[config.mk]
export PLATFORM = sky130hd
export DESIGN_NAME = mag_window_monitor
export DESIGN_NICKNAME = d
export VERILOG_FILES = /design/src/rtl/mag_window_monitor.sv
export SDC_FILE = /design/constraint.sdc
export NUM_CORES = 1
export LEC_CHECK = 0
export BUFFER_PORTS_ARGS = -buffer_cell sky130_fd_sc_hd__buf_2
export CAP_MARGIN = 40
export CORE_MARGIN = 1.5
export CORE_UTILIZATION = 40
export CTS_CLUSTER_DIAMETER = 40
export DETAILED_ROUTE_END_ITERATION = 12
export PLACE_DENSITY_LB_ADDON = 0.3
export SYNTH_ARGS = -nofsm -noshare
export SYNTH_HDL_FRONTEND = slang
export SYNTH_SLANG_ARGS = --single-unit
[constraint.sdc]
create_clock -name clk -period 4.03 [get_ports clk]
set_input_delay 0.403 -clock clk [delete_from_list [all_inputs] [get_ports clk]]
set_output_delay 0.403 -clock clk [all_outputs]
set_load 0.02 [all_outputs]
[src/rtl/mag_window_monitor.sv]
// Sliding-window moving average (2^LOG2_WIN samples) with a hysteretic threshold alarm.
// Optional peak-hold register when MAG_PEAK_HOLD_EN is defined; otherwise peak_out reads 0.
module mag_window_monitor #(
    parameter int unsigned LOG2_WIN = 2
) (
    input  logic       clk,
    input  logic       rst_n,
    input  logic       ena,
    input  logic [7:0] mag_in,
    input  logic       mag_valid,
    input  logic       clear,
    input  logic [7:0] thresh_hi,
    input  logic [7:0] thresh_lo,
    output logic [7:0] avg_out,
    output logic       avg_valid,
    output logic       alarm,
    output logic [7:0] peak_out
);

    localparam int unsigned WIN = 1 << LOG2_WIN;
    localparam int unsigned SW  = 8 + LOG2_WIN;
    localparam logic [LOG2_WIN:0] WIN_CNT = (LOG2_WIN + 1)'(WIN);

    typedef enum logic [1:0] {
        FILL,
        NORMAL,
        ALARM
    } state_t;

    logic [7:0]          win_buf_q [WIN];
    logic [7:0]          win_buf_d [WIN];
    logic [LOG2_WIN-1:0] wr_ptr_q, wr_ptr_d;
    logic [LOG2_WIN:0]   cnt_q, cnt_d;
    logic [SW-1:0]       sum_q, sum_d;
    state_t              state_q, state_d;
    logic                alarm_q, alarm_d;
    logic                full;

    assign full      = (cnt_q == WIN_CNT);
    assign avg_out   = sum_q[SW-1:LOG2_WIN];
    assign avg_valid = full;
    assign alarm     = alarm_q;

    always_comb begin
        win_buf_d = win_buf_q;
        wr_ptr_d  = wr_ptr_q;
        cnt_d     = cnt_q;
        sum_d     = sum_q;
        state_d   = state_q;

        if (ena) begin
            if (clear) begin
                // Buffer is left stale; it is never subtracted until refilled.
                wr_ptr_d = '0;
                cnt_d    = '0;
                sum_d    = '0;
                state_d  = FILL;
            end else begin
                if (mag_valid) begin
                    win_buf_d[wr_ptr_q] = mag_in;
                    wr_ptr_d            = wr_ptr_q + LOG2_WIN'(1);
                    if (!full) begin
                        sum_d = sum_q + SW'(mag_in);
                        cnt_d = cnt_q + (LOG2_WIN + 1)'(1);
                    end else begin
                        sum_d = sum_q + SW'(mag_in) - SW'(win_buf_q[wr_ptr_q]);
                    end
                end

                // Thresholds compare against the registered average, giving the extra cycle of alarm latency.
                case (state_q)
                    FILL:    if (full) state_d = NORMAL;
                    NORMAL:  if (avg_out >= thresh_hi) state_d = ALARM;
                    ALARM:   if (avg_out < thresh_lo) state_d = NORMAL;
                    default: state_d = FILL;
                endcase
            end
        end

        alarm_d = (state_d == ALARM);
    end

    always_ff @(posedge clk or negedge rst_n) begin
        if (!rst_n) begin
            wr_ptr_q <= '0;
            cnt_q    <= '0;
            sum_q    <= '0;
            state_q  <= FILL;
            alarm_q  <= 1'b0;
        end else begin
            wr_ptr_q <= wr_ptr_d;
            cnt_q    <= cnt_d;
            sum_q    <= sum_d;
            state_q  <= state_d;
            alarm_q  <= alarm_d;
        end
    end

    always_ff @(posedge clk) begin
        win_buf_q <= win_buf_d;
    end

`ifdef MAG_PEAK_HOLD_EN
    logic [7:0] peak_q, peak_d;

    always_comb begin
        peak_d = peak_q;
        if (ena) begin
            if (clear) begin
                peak_d = '0;
            end else if (mag_valid && (mag_in > peak_q)) begin
                peak_d = mag_in;
            end
        end
    end

    always_ff @(posedge clk or negedge rst_n) begin
        if (!rst_n) begin
            peak_q <= '0;
        end else begin
            peak_q <= peak_d;
        end
    end

    assign peak_out = peak_q;
`else
    assign peak_out = '0;
`endif

endmodule

==> impl_metrics.ini <==
[detailed_routing]
ant_nets = 0
dr.pass1.iters = 4
routedWlPerCell_um = 14.2
first_iter_violations = 70
vias_per_cell = 5.12
drc = 0
vias = 2304
drt_wl_total_um = 6390

[synth]
syn_avg_cell_area_um2 = 10.7
synth_area_um2 = 3350
async_flop_share_pct = 36.0
ys_seq_area_share_pct = 42.1
synth_edf_count = 32
yosys.cell_types.count = 54
syn_inst = 313
yosys_register_bits = 50
synth_ff_type = edfxtp_1
yosysWarnings = 0

[sta]
fin_crit_sh_pct = 90.8
tightestPinTransition_ps = 641
clock-skew-final_ps = 13.6
setup_viol_count_final = 0
drv_slew = 0
finalHoldViolCount = 0
maxSlewHeadroom_pct = 57.2
min_period_ps = 3660
final.setup.tns_ps = 0
max_freq_mhz = 273
rsz0062_at_grt = false

[clock_tree]
root_buffer = clkbuf_8
clk_latency_ps = 310
holdBufCountCts = 0
cts_setup_buffers = 0
clkTransAtPathRegs_ps = 110
cts_inserted_buffers = 5
htreeDepth = 2
cts_tree = built
cts.path.max_buffers = 2
post_cts_resized = 0
cts_sinks = 50

[pwr]
power_density_nw_per_um2 = 407
leakagePower_nw = 1.65
peakVddDrop_v = 0.000162
total_power_mw = 1.49

[global_routing]
grt_pass1_wl_um = 10300
grt_pass1_vias = 2208
antenna_found_initial = 0
grt_max_degree = 19
gr-usage-all-layers_pct = 15.2
overflow = 0

[worst_setup_path]
crit_fanout = 5
max_stage_delay_ps = 440
worstPathCellList = ha_1 -> a211oi_1 -> nor2_1 -> o21ai_0 -> nor2b_1 -> xnor2_1 -> ha_1 -> o21ai_1 -> a21boi_1 -> a2bb2oi_2 -> a211o_1 -> o311ai_2 -> o221ai_1 -> or3_1
cp_slowest_cell = dfrtp_1
critPathCaptureType = register
cpLargestDelayFamily = compound AO/OA/AOI/OAI gates
crit_cells = 14
start_kind = register
cp.buffers_inverters = 0
crit_required_ps = 4220
arrival_ps = 3850
r2r_cells = 14
crit_top_cell = ha_1
critical_path_class = reg2reg

[min_path]
hold_class = in2async

[placed_design]
portBuffers = 38
gp_congestion = 0.799
dp_hpwl_um = 4860

[die]
start_util_pct = 41.0
rows = 33
io_pins = 47
die_x_um = 94.5
dieArea_um2 = 8930
die_h_um = 94.5
coreArea_um2 = 8180

[final_layout]
layout_common_cells = buf_2, ha_1, inv_1, edfxtp_1, a21oi_1
nets = 412
layout_commonest_cell = buf_2
syn_to_final_growth_pct = 9.37
drive_above_1_share_pct = 18.3
diodes = 0

[job]
drv_cap = 0

[run_status]
outcome = complete, no violations
==> per-layer routing <==
layer	global-route usage, %	vias up	share of wire, %
met1	19.1	1076	48
met5	0	-	0
met4	3.73	0	0.86
met2	27.3	54	47
met3	2.17	4	3.9
li1	-	1170	-
==> area by class of cell <==
| class | count | area (µm²) |
|---|---|---|
| inverter | 36 | 135 |
| sequential | 50 | 1410 |
| tap | 105 | 131 |
| multi-input combinational | 211 | 1680 |
| timing repair buffer | 40 | 205 |
| clock buffer | 5 | 68.8 |
| fill | 768 | 4510 |
| clock inverter | 3 | 28.8 |
==> registers in the layout, summed over array words and instances, names as in the netlist <==
register,count
wr_ptr_q,2
win_buf_q,32
alarm,1
cnt_q,3
state_q,2
sum_q,10
==> cells in the mapped netlist (3+ instances only) <==
cell	number	area, µm²
dfrtp_1	18	450
a21o_1	6	45.0
xnor2_1	8	70.1
a211oi_1	4	30.0
edfxtp_1	32	961
nand3_1	3	15.0
nor3_1	5	25.0
buf_4	16	120
and3_1	5	31.3
o22ai_1	3	18.8
nand3b_1	3	22.5
mux4_2	8	180
ha_1	37	463
nor2b_1	6	37.5
o21ai_0	19	95.1
nand2_1	19	71.3
inv_1	35	131
o21a_1	4	30.0
nor2_1	13	48.8
a21oi_1	24	120
clkbuf_1	6	22.5
==> per-stage QoR <==
| step | hold slack, ps | worst slack, ps | util, % | instances | area [µm²] |
|---|---|---|---|---|---|
| after floorplan | 107 | 560 | - | 320 | 3380 |
| after global placement | 376 | 273 | 43.6 | 442 | 3570 |
| after detailed placement | 379 | 234 | 43.6 | 442 | 3570 |
| after CTS | 30.2 | 347 | 44.8 | 450 | 3660 |
| after global routing | 41.5 | 82.6 | 44.8 | 450 | 3660 |
| final | 24.4 | 372 | 44.8 | 450 | 3660 |
==> where the power goes <==
part / internal, mW / switching, mW / total [mW]
clock network: 0.130 / 0.182 / 0.312
registers: 0.577 / 0.0414 / 0.618
logic: 0.257 / 0.303 / 0.560
==> path summary, 6_finish.rpt <==
| kind | slack [ps] | to | start |
|---|---|---|---|
| worst max-delay path | 370 | sum_q[9] | sum_q[1] |
| min in group clk | 330 | win_buf_q[24] | mag_in[0] |
| worst min register to register | 530 | sum_q[0] | sum_q[0] |
| worst min-delay path | 20 | sum_q[5] | rst_n |
| max in group asynchronous | 3690 | sum_q[0] | rst_n |
| worst max register to register | 370 | sum_q[9] | sum_q[1] |
==> kinds of logic (layout without fill, tap and decap cells) <==
group / Yosys count / after routing / share of synthesized area, %
other: 1 / 8 / 0.112
adders and majority gates: 39 / 39 / 15.0
xor gates and xnor gates: 9 / 9 / 2.35
DFF: 50 / 50 / 42.1
muxes: 11 / 11 / 6.31
buffers and inverters: 59 / 84 / 8.40
and+or+nand+nor: 67 / 67 / 10.6
AOI/OAI and AO/OA: 77 / 77 / 15.1
No activity file was read; power rests on OpenSTA's default activity.
